$ cat src/rtl/esdi_pkg.sv
// Shared types and constants for the ESDI read path: sequencer states, status codes,
// the ID-field layout and the default sync byte.
package esdi_pkg;

    typedef enum logic [2:0] {
        ST_IDLE,
        ST_WAIT_SECTOR,
        ST_GATE_DLY,
        ST_HDR_SYNC,
        ST_HDR_ID,
        ST_DATA_SYNC,
        ST_DATA,
        ST_DONE
    } esdi_state_e;

    localparam logic [1:0] STATUS_OK                = 2'd0;
    localparam logic [1:0] STATUS_NOT_FOUND         = 2'd1;
    localparam logic [1:0] STATUS_DATA_SYNC_TIMEOUT = 2'd2;
    localparam logic [1:0] STATUS_ABORTED           = 2'd3;

    localparam int unsigned ESDI_ID_BYTES  = 4;
    localparam logic [7:0]  ESDI_SYNC_BYTE = 8'hA1;

    typedef struct packed {
        logic [11:0] cyl;
        logic [3:0]  head;
        logic [7:0]  sector;
    } esdi_addr_t;

    // Expected ID-field byte at position idx, in on-disk order.
    function automatic logic [7:0] id_byte(input esdi_addr_t a, input logic [1:0] idx);
        logic [7:0] b;
        case (idx)
            2'd0:    b = {4'h0, a.cyl[11:8]};
            2'd1:    b = a.cyl[7:0];
            2'd2:    b = {4'h0, a.head};
            default: b = a.sector;
        endcase
        return b;
    endfunction

endpackage

$ cat src/rtl/esdi_sync_edge.sv
// Two-flop synchronizer for an asynchronous drive strobe with a rising-edge pulse output.
module esdi_sync_edge (
    input  logic clk,
    input  logic rst,
    input  logic async_in,
    output logic rise_c
);

    // [0],[1] synchronize; [2] holds the previous synchronized level for edge detect.
    logic [2:0] sync_q;

    always_ff @(posedge clk or posedge rst) begin
        if (rst) begin
            sync_q <= '0;
        end else begin
            sync_q <= {sync_q[1:0], async_in};
        end
    end

    assign rise_c = sync_q[1] & ~sync_q[2];

endmodule

$ cat src/rtl/esdi_read_sequencer.sv
// Sequences one ESDI sector read: sector pulse -> read gate -> header sync/ID match ->
// data sync -> one sector forwarded downstream with tlast.
module esdi_read_sequencer
    import esdi_pkg::*;
#(
    parameter int unsigned GATE_DELAY   = 16,
    parameter logic [7:0]  SYNC_BYTE    = ESDI_SYNC_BYTE,
    parameter int unsigned SECTOR_BYTES = 512,
    parameter int unsigned SYNC_TIMEOUT = 32,
    parameter int unsigned MAX_MISSES   = 64
) (
    input  logic        csr_aclk,
    input  logic        csr_areset,
    input  logic        start,
    input  logic        abort,
    input  logic [11:0] target_cyl,
    input  logic [3:0]  target_head,
    input  logic [7:0]  target_sector,
    input  logic        esdi_sector,
    input  logic        parallel_tvalid,
    output logic        parallel_tready,
    input  logic [7:0]  parallel_tdata,
    output logic        esdi_read_gate,
    output logic        gate_for_header,
    output logic        gate_for_data,
    output logic        sector_tvalid,
    input  logic        sector_tready,
    output logic [7:0]  sector_tdata,
    output logic        sector_tlast,
    output logic        busy,
    output logic        done,
    output logic [1:0]  status
);

    localparam int unsigned BYTE_W = 10;
    localparam int unsigned MISS_W = $clog2(MAX_MISSES + 1);
    localparam int unsigned DLY_W  = $clog2(GATE_DELAY + 1);
    localparam int unsigned TO_W   = $clog2(SYNC_TIMEOUT + 1);

    esdi_state_e        state_q, state_d;
    esdi_addr_t         target_q;
    logic [MISS_W-1:0]  miss_q;
    logic [MISS_W-1:0]  miss_inc_c;
    logic [DLY_W-1:0]   dly_q;
    logic [TO_W-1:0]    to_q;
    logic [BYTE_W-1:0]  byte_q;
    logic [1:0]         status_d;
    logic [7:0]         id_exp_c;
    logic               sector_rise_c;
    logic               byte_acc_c;
    logic               out_acc_c;
    logic               state_chg_c;

    esdi_sync_edge u_sector_sync (
        .clk      (csr_aclk),
        .rst      (csr_areset),
        .async_in (esdi_sector),
        .rise_c   (sector_rise_c)
    );

    // Input stalls only while the one-deep output register is full and blocked.
    assign parallel_tready = (state_q != ST_DATA) || !sector_tvalid || sector_tready;
    assign byte_acc_c      = parallel_tvalid && parallel_tready;
    assign out_acc_c       = sector_tvalid && sector_tready;
    assign state_chg_c     = (state_d != state_q);
    assign miss_inc_c      = miss_q + MISS_W'(1);
    assign id_exp_c        = id_byte(target_q, byte_q[1:0]);

    always_ff @(posedge csr_aclk or posedge csr_areset) begin
        if (csr_areset) begin
            state_q <= ST_IDLE;
        end else begin
            state_q <= state_d;
        end
    end

    // Next state and the status code that goes with the DONE entry.
    always_comb begin
        state_d  = state_q;
        status_d = status;
        case (state_q)
            ST_IDLE: begin
                if (start) begin
                    state_d  = ST_WAIT_SECTOR;
                    status_d = STATUS_OK;
                end
            end
            ST_WAIT_SECTOR: begin
                if (sector_rise_c) begin
                    if (miss_inc_c == MISS_W'(MAX_MISSES)) begin
                        state_d  = ST_DONE;
                        status_d = STATUS_NOT_FOUND;
                    end else begin
                        state_d = ST_GATE_DLY;
                    end
                end
            end
            ST_GATE_DLY: begin
                if (dly_q == DLY_W'(GATE_DELAY)) begin
                    state_d = ST_HDR_SYNC;
                end
            end
            ST_HDR_SYNC: begin
                if (byte_acc_c) begin
                    if (parallel_tdata == SYNC_BYTE) begin
                        state_d = ST_HDR_ID;
                    end else if (to_q == TO_W'(SYNC_TIMEOUT - 1)) begin
                        state_d = ST_WAIT_SECTOR;
                    end
                end
            end
            ST_HDR_ID: begin
                if (byte_acc_c) begin
                    if (parallel_tdata != id_exp_c) begin
                        state_d = ST_WAIT_SECTOR;
                    end else if (byte_q == BYTE_W'(ESDI_ID_BYTES - 1)) begin
                        state_d = ST_DATA_SYNC;
                    end
                end
            end
            ST_DATA_SYNC: begin
                if (byte_acc_c) begin
                    if (parallel_tdata == SYNC_BYTE) begin
                        state_d = ST_DATA;
                    end else if (to_q == TO_W'(SYNC_TIMEOUT - 1)) begin
                        state_d  = ST_DONE;
                        status_d = STATUS_DATA_SYNC_TIMEOUT;
                    end
                end
            end
            ST_DATA: begin
                if (out_acc_c && sector_tlast) begin
                    state_d  = ST_DONE;
                    status_d = STATUS_OK;
                end
            end
            ST_DONE: begin
                state_d = ST_IDLE;
            end
            default: begin
                state_d = ST_IDLE;
            end
        endcase
        if (abort && (state_q != ST_IDLE) && (state_q != ST_DONE)) begin
            state_d  = ST_DONE;
            status_d = STATUS_ABORTED;
        end
    end

    // Target latch, miss counter (per command) and per-state counters (cleared on entry).
    always_ff @(posedge csr_aclk or posedge csr_areset) begin
        if (csr_areset) begin
            target_q <= '0;
            miss_q   <= '0;
            dly_q    <= '0;
            to_q     <= '0;
            byte_q   <= '0;
        end else begin
            if ((state_q == ST_IDLE) && start) begin
                target_q <= {target_cyl, target_head, target_sector};
                miss_q   <= '0;
            end else if ((state_q == ST_WAIT_SECTOR) && sector_rise_c) begin
                miss_q <= miss_inc_c;
            end
            if (state_chg_c) begin
                dly_q  <= '0;
                to_q   <= '0;
                byte_q <= '0;
            end else begin
                if (state_q == ST_GATE_DLY) begin
                    dly_q <= dly_q + DLY_W'(1);
                end
                if (byte_acc_c && ((state_q == ST_HDR_SYNC) || (state_q == ST_DATA_SYNC))) begin
                    to_q <= to_q + TO_W'(1);
                end
                if (byte_acc_c && ((state_q == ST_HDR_ID) ||
                    ((state_q == ST_DATA) && (byte_q < BYTE_W'(SECTOR_BYTES))))) begin
                    byte_q <= byte_q + BYTE_W'(1);
                end
            end
        end
    end

    // Registered outputs, decoded from the state being entered.
    always_ff @(posedge csr_aclk or posedge csr_areset) begin
        if (csr_areset) begin
            esdi_read_gate  <= 1'b0;
            gate_for_header <= 1'b0;
            gate_for_data   <= 1'b0;
            busy            <= 1'b0;
            done            <= 1'b0;
            status          <= STATUS_OK;
            sector_tvalid   <= 1'b0;
            sector_tdata    <= '0;
            sector_tlast    <= 1'b0;
        end else begin
            esdi_read_gate  <= state_d inside {ST_HDR_SYNC, ST_HDR_ID, ST_DATA_SYNC, ST_DATA};
            gate_for_header <= state_d inside {ST_HDR_SYNC, ST_HDR_ID};
            gate_for_data   <= state_d inside {ST_DATA_SYNC, ST_DATA};
            busy            <= (state_d != ST_IDLE);
            done            <= (state_d == ST_DONE);
            status          <= status_d;
            if (state_d != ST_DATA) begin
                sector_tvalid <= 1'b0;
                sector_tlast  <= 1'b0;
            end else if ((state_q == ST_DATA) && byte_acc_c &&
                         (byte_q < BYTE_W'(SECTOR_BYTES))) begin
                sector_tvalid <= 1'b1;
                sector_tdata  <= parallel_tdata;
                sector_tlast  <= (byte_q == BYTE_W'(SECTOR_BYTES - 1));
            end else if (sector_tready) begin
                sector_tvalid <= 1'b0;
                sector_tlast  <= 1'b0;
            end
        end
    end

endmodule

$ cat config.mk
export PLATFORM = sky130hd
export DESIGN_NAME = esdi_read_sequencer
export DESIGN_NICKNAME = d
export VERILOG_FILES = /design/src/rtl/esdi_pkg.sv /design/src/rtl/esdi_sync_edge.sv /design/src/rtl/esdi_read_sequencer.sv
export SDC_FILE = /design/constraint.sdc
export NUM_CORES = 1
export LEC_CHECK = 0
export CORE_UTILIZATION = 25
export CTS_CLUSTER_SIZE = 16
export DETAILED_ROUTE_END_ITERATION = 8
export HOLD_SLACK_MARGIN = 0.03
export PLACE_DENSITY_LB_ADDON = 0.15
export SLEW_MARGIN = 15
export SYNTH_ARGS = -nofsm -noshare
export SYNTH_HDL_FRONTEND = slang
export SYNTH_SLANG_ARGS = --single-unit
$ cat constraint.sdc
create_clock -name csr_aclk -period 2.7 [get_ports csr_aclk]
set_input_delay 0.675 -clock csr_aclk [delete_from_list [all_inputs] [get_ports csr_aclk]]
set_output_delay 0.675 -clock csr_aclk [all_outputs]
set_load 0.03 [all_outputs]
==> flow_summary.json <==
{
  "run_status": "completed",
  "crit_path_end_kind": "flop",
  "netlist.area_leader.share_pct": 45.2,
  "ys_warn_count": 0,
  "synth_top_area_cell": "dfrtp_1",
  "die-area_mm2": 0.0171,
  "r2r_setup_slack_ns": 0.15,
  "syn-cell-area_mm2": 0.00416,
  "critPathBufInv": 2,
  "via_per_inst": 4.62,
  "async_flop_share_pct": 100,
  "antenna_found_initial": 0,
  "grt_overflow": 0,
  "rsz0062_at_grt": "yes",
  "path_clk_slew_ns": 0.06,
  "netSwitchingPower_mw": 2.05,
  "wirelength_um": 10400,
  "hold_viol_final": 0,
  "core_mm2": 0.0161,
  "die_h_um": 131,
  "clock_latency_ns": 0.35,
  "worst-path-max-fanout": 8,
  "p_int_mw": 3.29,
  "pwr-share-comb_pct": 44.4,
  "cts_root_buf": "clkbuf_16",
  "start_util_pct": 25.9,
  "fin_skew_ns": 0.0123,
  "ys_seq_elements": 75,
  "synthesis.nets": 441,
  "synth-edff-count": 0,
  "multi_input_area_mm2": 0.00215,
  "finalNetCount": 535,
  "hpwlAfterDp_um": 7740,
  "grt_first_pass_wirelength_um": 17500,
  "critPathTopFamily": "simple AND/OR/NAND/NOR gates",
  "nFillCells": 1622,
  "syn2layout_area_growth_pct": 34.8,
  "path_cells": "clkdlybuf4s50_1 > nor4b_4 > buf_4 > a311oi_1 > nor4_1 > and2_1 > nand2_2 > mux2_2",
  "maxSlewViolCount": 0,
  "r2r_start": "byte_q[0]$_DFFE_PP0P_",
  "hold_class": "flop to flop",
  "synthCells": 393,
  "fmax_mhz": 381,
  "final_area_mm2": 0.00560,
  "reg2reg_depth": 10,
  "avgRoutedWirePerCell_um": 14.7,
  "p_seq_share_pct": 33.5,
  "grt_max_degree": 40,
  "critPathKind": "primary input to flop",
  "cts_tree": "done",
  "peakVddDrop_mv": 0.338,
  "total_leakage_power_nw": 2.34,
  "io_buffers": 56,
  "fin_crit_sh_pct": 97.1,
  "via_count": 3272,
  "ys_seq_area_share_pct": 45.2,
  "holdPathEnd": "u_sector_sync.sync_q[1]$_DFF_PP0_",
  "yosys-top-cells-area": "dfrtp_1 (45%), mux2_2 (7.6%), nor2_2 (3.0%), xnor2_1 (3.0%), xor2_1 (3.0%)",
  "reg2reg_to": "gate_for_header$_DFF_PP0_",
  "mostFrequentLayoutCells": "dfrtp_1 (73), clkdlybuf4s50_1 (50), buf_4 (44)",
  "clockBufferDepth": 2,
  "layout-drive-gt1-share_pct": 29.5,
  "first_pass_iters": 4,
  "ys.flop_type": "dfrtp_1",
  "route.detailed.drc": 0,
  "cts_made_buffers": 9,
  "regArea_mm2": 0.00188,
  "slew_headroom_pct": 63.8,
  "drt_iter0_markers": 128,
  "io_pins": 57,
  "power_density_mw_per_mm2": 953,
  "grt_usage_pct": 13.5,
  "gp_congestion": 0.800,
  "synth_cell_types": 70,
  "whs_path_depth": 0,
  "die_width_um": 131,
  "slowest_stage": "clkdlybuf4s50_1",
  "critPathLaunchType": "primary input",
  "whs_ns": 0.359,
  "switching_share_pct": 38.3,
  "worst_pin_slew_ns": 0.529,
  "postPlaceCellArea_mm2": 0.00519,
  "clockPowerShare_pct": 22.1,
  "cap_violations": 0,
  "htree_levels": 3,
  "grt_pass1_vias": 3420,
  "crit_required_ns": 2.93,
  "antenna_left": 0,
  "cp.arrival_ns": 2.85,
  "final_common_cell": "dfrtp_1",
  "placement_rows": 46,
  "hold_path_startpoint": "u_sector_sync.sync_q[0]$_DFF_PP0_",
  "finalSetupViolations": 0,
  "fin_crit_ns": 2.62,
  "avgSynthCellArea_um2": 10.6,
  "cts_sinks": 75,
  "slowest_delay_ns": 0.47,
  "num_antenna_cells": 0
}
[power groups by stage]
stage | Combinational [mW] | Clock [mW] | Sequential, mW
3_3_place_gp | 2.25 | 0 | 1.81
2_1_floorplan | 1.35 | 0 | 1.89
3_5_place_dp | 2.26 | 0 | 1.82
6_report | 2.37 | 1.18 | 1.79
4_1_cts | 2.30 | 1.23 | 1.79
5_1_grt | 2.59 | 1.27 | 1.85
[routing by layer]
| metal | up-vias | track usage (%) | wire length [µm] |
|---|---|---|---|
| met4 | 0 | 6.15 | 187 |
| met5 | - | 0 | 0 |
| met2 | 69 | 21.2 | 4850 |
| met1 | 1598 | 17.6 | 4900 |
| met3 | 13 | 3.14 | 473 |
| li1 | 1592 | - | - |
[final cells by class]
cell class,instances,area share [%]
timing repair buffer,103,17.1
sequential,75,33.6
tap,216,4.83
clock buffer,9,4.02
clock inverter,7,1.14
inverter,16,1.07
multi-input combinational,282,38.3
[registers in the layout (all words and copies together) (netlist names)]
name and cells:
status 2, target_q 24, done 1, gate_for_header 1
u_sector_sync.sync_q 3, sector_tdata 8, byte_q 10, to_q 6
gate_for_data 1, sector_tlast 1, busy 1, sector_tvalid 1
esdi_read_gate 1, dly_q 5, miss_q 7, state_q 3
[through the flow]
stage	total power, mW	util (%)	instances	setup TNS [ns]	worst slack [ns]
finish	5.34	34.9	708	0	0.0784
global route	5.71	34.9	708	-0.756	-0.0790
CTS	5.32	34.2	704	0	0.00491
detailed placement	4.08	32.3	688	-11.50	-0.366
global placement	4.07	32.3	688	-10.16	-0.339
floorplan	3.24	-	393	0	0.115
[cells by family after synthesis]
family	Yosys count	share of synthesized area [%]
buf+inv	36	4.76
compound gates	62	11.2
xor+xnor	28	5.90
fa+ha+maj	9	2.71
flops	75	45.2
mux	38	10.1
simple gates	145	20.1
[repair_timing]
action,in CTS,in global routing
gates resized for setup,3,22
buffers inserted,0,4
endpoints found under the setup margin,18,30
pin swaps,1,5
hold buffers,0,0
[synthesized netlist by cell type, drive strengths merged (5+ instances only)]
library cell / number
a21oi: 12
and3: 12
buf: 13
clkbuf: 7
dfrtp: 75
ha: 9
inv: 16
mux2: 29
mux2i: 9
nand2: 27
nand2b: 5
nand3: 6
nand4: 12
nor2: 44
nor3: 8
o21ai: 18
xnor2: 14
xor2: 14
[worst register-to-register path, cell delays in order, from the launching register on]
cell	delay [ns]
dfrtp_2	0.40
inv_2	0.07
ha_2	0.21
a222oi_1	0.46
mux2i_1	0.15
xor2_1	0.16
nor3_1	0.19
buf_4	0.15
a21oi_1	0.08
or2_4	0.27
mux2_4	0.30
[worst max path at each step]
stage | startpoint | endpoint | slack (ns) | cells after the start
final | parallel_tdata[2] | sector_tdata[3]$_DFFE_PP0P_ | 0.08 | 8
after detailed placement | parallel_tdata[4] | done$_DFF_PP0_ | -0.37 | 9
after floorplan | csr_areset | busy$_DFF_PP0_ | 0.12 | 1
after CTS | byte_q[0]$_DFFE_PP0P_ | byte_q[3]$_DFFE_PP0P_ | 0.005 | 10
after global placement | parallel_tdata[4] | done$_DFF_PP0_ | -0.34 | 9
after global routing | parallel_tdata[2] | sector_tdata[3]$_DFFE_PP0P_ | -0.08 | 8
(Power assumes the default switching activity.)
